$ cat src/rtl/truth_table_sweeper.sv
// Sweeps every WIDTH-bit code into a combinational DUT, samples its 1-bit
// response after a settle window and scores the captured truth table.
module truth_table_sweeper #(
   parameter int                        WIDTH         = 3,
   parameter int                        SETTLE_CYCLES = 2,
   parameter logic [(1 << WIDTH) - 1:0] EXPECTED      = 8'b0011_1100
) (
   input  logic                        clk,
   input  logic                        rst_n,
   input  logic                        start,
   output logic [WIDTH-1:0]            code_out,
   input  logic                        dut_in,
   output logic                        busy,
   output logic                        done,
   output logic                        pass,
   output logic [(1 << WIDTH) - 1:0]   table_out,
   output logic [WIDTH:0]              fail_count,
   output logic [WIDTH-1:0]            first_fail_code,
   output logic                        first_fail_valid
);

   localparam int NCODES = 1 << WIDTH;
   localparam int SW     = (SETTLE_CYCLES > 0) ? $clog2(SETTLE_CYCLES + 1) : 1;
   localparam logic [SW-1:0]    SETTLE_MAX = SW'(SETTLE_CYCLES);
   localparam logic [WIDTH-1:0] CODE_MAX   = {WIDTH{1'b1}};

   typedef enum logic [1:0] {
      IDLE = 2'd0,
      RUN  = 2'd1,
      DONE = 2'd2
   } state_t;

   state_t              state_q, state_d;
   logic [WIDTH-1:0]    code_q, code_d;
   logic [SW-1:0]       settle_q, settle_d;
   logic                busy_q, busy_d;
   logic                done_q, done_d;
   logic                pass_q, pass_d;
   logic [NCODES-1:0]   table_q, table_d;
   logic [WIDTH:0]      fail_q, fail_d;
   logic [WIDTH-1:0]    ffc_q, ffc_d;
   logic                ffv_q, ffv_d;
   logic                mismatch_s;
   logic [WIDTH:0]      fail_next_s;

   // Next-state logic for the sweep FSM and its result registers.
   always_comb begin
      state_d     = state_q;
      code_d      = code_q;
      settle_d    = settle_q;
      busy_d      = busy_q;
      done_d      = done_q;
      pass_d      = pass_q;
      table_d     = table_q;
      fail_d      = fail_q;
      ffc_d       = ffc_q;
      ffv_d       = ffv_q;
      mismatch_s  = (dut_in != EXPECTED[code_q]);
      fail_next_s = fail_q + {{WIDTH{1'b0}}, mismatch_s};
      case (state_q)
         IDLE, DONE: begin
            if (start) begin
               state_d  = RUN;
               busy_d   = 1'b1;
               done_d   = 1'b0;
               pass_d   = 1'b0;
               code_d   = {WIDTH{1'b0}};
               settle_d = {SW{1'b0}};
               table_d  = {NCODES{1'b0}};
               fail_d   = {(WIDTH + 1){1'b0}};
               ffv_d    = 1'b0;
               ffc_d    = {WIDTH{1'b0}};
            end else begin
               state_d = state_q;
            end
         end
         RUN: begin
            if (settle_q != SETTLE_MAX) begin
               settle_d = settle_q + {{(SW - 1){1'b0}}, 1'b1};
            end else begin
               // Sample edge: capture, score, then advance or finish.
               table_d[code_q] = dut_in;
               fail_d          = fail_next_s;
               if (mismatch_s && !ffv_q) begin
                  ffc_d = code_q;
                  ffv_d = 1'b1;
               end else begin
                  ffv_d = ffv_q;
               end
               if (code_q == CODE_MAX) begin
                  state_d = DONE;
                  busy_d  = 1'b0;
                  done_d  = 1'b1;
                  code_d  = {WIDTH{1'b0}};
                  pass_d  = (fail_next_s == {(WIDTH + 1){1'b0}});
               end else begin
                  code_d   = code_q + {{(WIDTH - 1){1'b0}}, 1'b1};
                  settle_d = {SW{1'b0}};
               end
            end
         end
         default: begin
            state_d = IDLE;
         end
      endcase
   end

   // State and result registers with synchronous active-low reset.
   always_ff @(posedge clk) begin
      if (!rst_n) begin
         state_q  <= IDLE;
         code_q   <= {WIDTH{1'b0}};
         settle_q <= {SW{1'b0}};
         busy_q   <= 1'b0;
         done_q   <= 1'b0;
         pass_q   <= 1'b0;
         table_q  <= {NCODES{1'b0}};
         fail_q   <= {(WIDTH + 1){1'b0}};
         ffc_q    <= {WIDTH{1'b0}};
         ffv_q    <= 1'b0;
      end else begin
         state_q  <= state_d;
         code_q   <= code_d;
         settle_q <= settle_d;
         busy_q   <= busy_d;
         done_q   <= done_d;
         pass_q   <= pass_d;
         table_q  <= table_d;
         fail_q   <= fail_d;
         ffc_q    <= ffc_d;
         ffv_q    <= ffv_d;
      end
   end

   assign code_out         = code_q;
   assign busy             = busy_q;
   assign done             = done_q;
   assign pass             = pass_q;
   assign table_out        = table_q;
   assign fail_count       = fail_q;
   assign first_fail_code  = ffc_q;
   assign first_fail_valid = ffv_q;

endmodule

$ cat config.mk
export PLATFORM = sky130hd
export DESIGN_NAME = truth_table_sweeper
export DESIGN_NICKNAME = d
export VERILOG_FILES = /design/src/rtl/truth_table_sweeper.sv
export SDC_FILE = /design/constraint.sdc
export NUM_CORES = 1
export LEC_CHECK = 0
export BUFFER_PORTS_ARGS = -buffer_cell sky130_fd_sc_hd__clkbuf_2
export CAP_MARGIN = 20
export CORE_MARGIN = 2
export CORE_UTILIZATION = 40
export CTS_CLUSTER_DIAMETER = 150
export DETAILED_ROUTE_END_ITERATION = 7
export SLEW_MARGIN = 10
export SYNTH_ARGS = -nofsm -noshare
export SYNTH_HDL_FRONTEND = slang
export SYNTH_SLANG_ARGS = --single-unit
$ cat constraint.sdc
create_clock -name clk -period 1.8 [get_ports clk]
set_input_delay 0 -clock clk [delete_from_list [all_inputs] [get_ports clk]]
set_output_delay 0 -clock clk [all_outputs]
set_load 0.05 [all_outputs]
==> qor.yml <==
status: "completed"
yosysWarnings: 0
die_height_um: 62.0
timing.hold.ws_ns: 0.0805
drive_gt1_share_pct: 23.6
crit_path_start_kind: "flip-flop"
postSynth.topFlopCell: "dfxtp_1"
setup.worst_path.end_class: "flip-flop"
syn-num-nets: 166
numCtsBuffers: 3
timing.final.max_slew_violations: 0
grt_first_pass_wirelength_um: 5040
track_usage_pct: 17.5
rows: 21
period_share_pct: 95.3
clk_pin_slew_ns: 0.15
fin_skew_ns: 0.00267
required_ns: 2.05
avgSynthCellArea_sq_um: 8.50
setup_tns_ns: 0
reg2regPathDepth: 7
cts_setup_buffers: 0
cp_top_family: "adder cells"
crit_path_frequent_cell: "ha_1"
synth_cell_types: 36
finalHoldViolCount: 0
start_util_pct: 40.9
path_buf_inv: 1
wire_per_inst_um: 13.7
synthCells: 158
maxCapViolations: 0
cp_max_fo: 3
hold_class: "input port to flip-flop"
p_leak_nw: 0.630
overflow: 0
dp_slack_ns: 0.0755
worstHoldStart: "rst_n"
worst_pin_slew_ns: 0.457
area_growth_pct: 16.8
setup-violations-final: 0
synth_edf_count: 0
drt_pass1_iterations: 4
worst_slack_ns: 0.0854
rrSetupSlack_ns: 0.09
clk_latency_ns: 0.32
netlist_area_sq_um: 1340
grt_pass1_vias: 1099
cpMaxStageDelayCell: "dfxtp_1"
antenna_cells: 0
via_per_inst: 5.50
worstSetupPathDepth: 7
worst_slew_margin_rel_pct: 69.5
nets: 191
ys_seq_elements: 27
worstSetupPathType: "flip-flop to flip-flop"
crit_chain: "xnor2_2, inv_1, ha_1, ha_1, xor2_1, or3_1, o32ai_1"
p_total_mw: 1.03
synth_top_area_share_pct: 40.2
io_pins: 26
portBuffers: 25
clk_path_buf_depth: 2
antenna_found_initial: 0
ys_seq_area_share_pct: 40.2
holdPathEnd: "settle_q[0]$_SDFFE_PN0P_"
final_util_pct: 47.8
async_reset_ff_share_pct: 0
grt_start_max_net_pins: 26
routabilityCongestion: 0.807
clock.fmax_ghz: 0.583
whs_path_depth: 3
drt-total-wl_um: 3120
cts_tree: "done"
die-area_sq_um: 3840
ant_nets: 0
synth_area_leaders: "dfxtp_1 40%, nand2_1 5.9%, nand3_1 5.6%"
place_hpwl_um: 2210
remaining_drc_errors: 0
cts_sinks: 27
core_sq_um: 3280
root_buffer: "clkbuf_4"
ir_drop_mv: 0.267
powerDensity_nw_per_um2: 659
initialDrtViolationCount: 46
cts.htree.levels: 1
yosysTopAreaCell: "dfxtp_1"
floorplan.die.width_um: 62.0
synth.most_common_cell: "dfxtp_1"
period_minus_slack_ns: 1.71
synth_common_cells: "27 x dfxtp_1, 21 x nand2_1, 15 x nand3_1, 10 x a21oi_1, 9 x clkbuf_1"
r2r_end: "pass$_SDFFE_PN0P_"
slowest_delay_ns: 0.38
cp.arrival_ns: 1.97
vias: 1254
## worst register-to-register path: stages, from the launching register on
cell and delay [ns]:
dfxtp_1 0.38, xnor2_2 0.12, inv_1 0.06, ha_1 0.20, ha_1 0.22, xor2_1 0.15, or3_1 0.31, o32ai_1 0.21
## final cells by class
type / instances / area (sq um)
Sequential cell: 27 / 541
Clock buffer: 4 / 26.3
Tap cell: 46 / 57.6
Timing Repair Buffer: 33 / 188
Fill cell: 320 / 1720
Inverter: 7 / 26.3
Multi-Input combinational cell: 111 / 731
## cell families (layout without fill, tap and decap cells)
family	count (synthesis)	in the layout	share of synthesized area [%]
simple gates	60	60	25.2
compound gates	42	42	21.6
flops	27	27	40.2
buf+inv	20	44	5.96
xor+xnor	5	5	3.26
fa+ha+maj	4	4	3.72
## sequential cells by signal (all words and copies together), names as in the netlist, named ones only
signal and count:
first_fail_valid 1, pass 1, table_out 8, done 1
code_out 3, settle_q 2, busy 1, first_fail_code 3
fail_count 4, state_q 2
## per-stage QoR
stage,std cells,area (sq um)
floorplan,158,1340
global route,228,1570
detailed placement,223,1530
finish,228,1570
CTS,228,1560
global placement,223,1530
## worst max path at each step
| stage | to | start | slack, ns |
|---|---|---|---|
| 2_1_floorplan | pass$_SDFFE_PN0P_ | flip-flop | 0.02 |
| 3_3_place_gp | pass$_SDFFE_PN0P_ | flip-flop | 0.14 |
| 4_1_cts | pass$_SDFFE_PN0P_ | flip-flop | 0.04 |
| 3_5_place_dp | pass$_SDFFE_PN0P_ | flip-flop | 0.08 |
| 6_report | pass$_SDFFE_PN0P_ | flip-flop | 0.09 |
| 5_1_grt | pass$_SDFFE_PN0P_ | flip-flop | -0.004 |
## layout by cell type (no fill, tap or decap), types with 7 or more instances in the layout
master / Yosys / routed
buf_4: 0 / 7
nand2_1: 21 / 21
nand3_1: 15 / 15
dfxtp_1: 27 / 27
inv_1: 7 / 7
clkbuf_2: 0 / 25
a21oi_1: 10 / 10
o22ai_1: 8 / 8
a22oi_1: 7 / 7
## repair_timing
item / CTS / global route
gates resized for setup: 0 / 1
hold buffers: 1 / 0
endpoints found under the setup margin: 0 / 1
endpoints found under the hold margin: 1 / 0
## metal layers
| layer | GRT usage [%] | part of all wire [%] | vias up |
|---|---|---|---|
| met5 | 0 | 0 | - |
| met4 | 7.29 | 1.4 | 0 |
| met3 | 2.48 | 2.6 | 4 |
| met2 | 27.4 | 47 | 22 |
| met1 | 24.1 | 49 | 597 |
| li1 | - | - | 631 |
## power by group
group	switching, mW	leakage (nW)	internal (mW)
sequential	0.00955	0.218	0.607
combinational	0.0926	0.396	0.0550
clock	0.182	0.0150	0.0869
total	0.284	0.630	0.749
No activity file was read; power rests on OpenSTA's default activity.
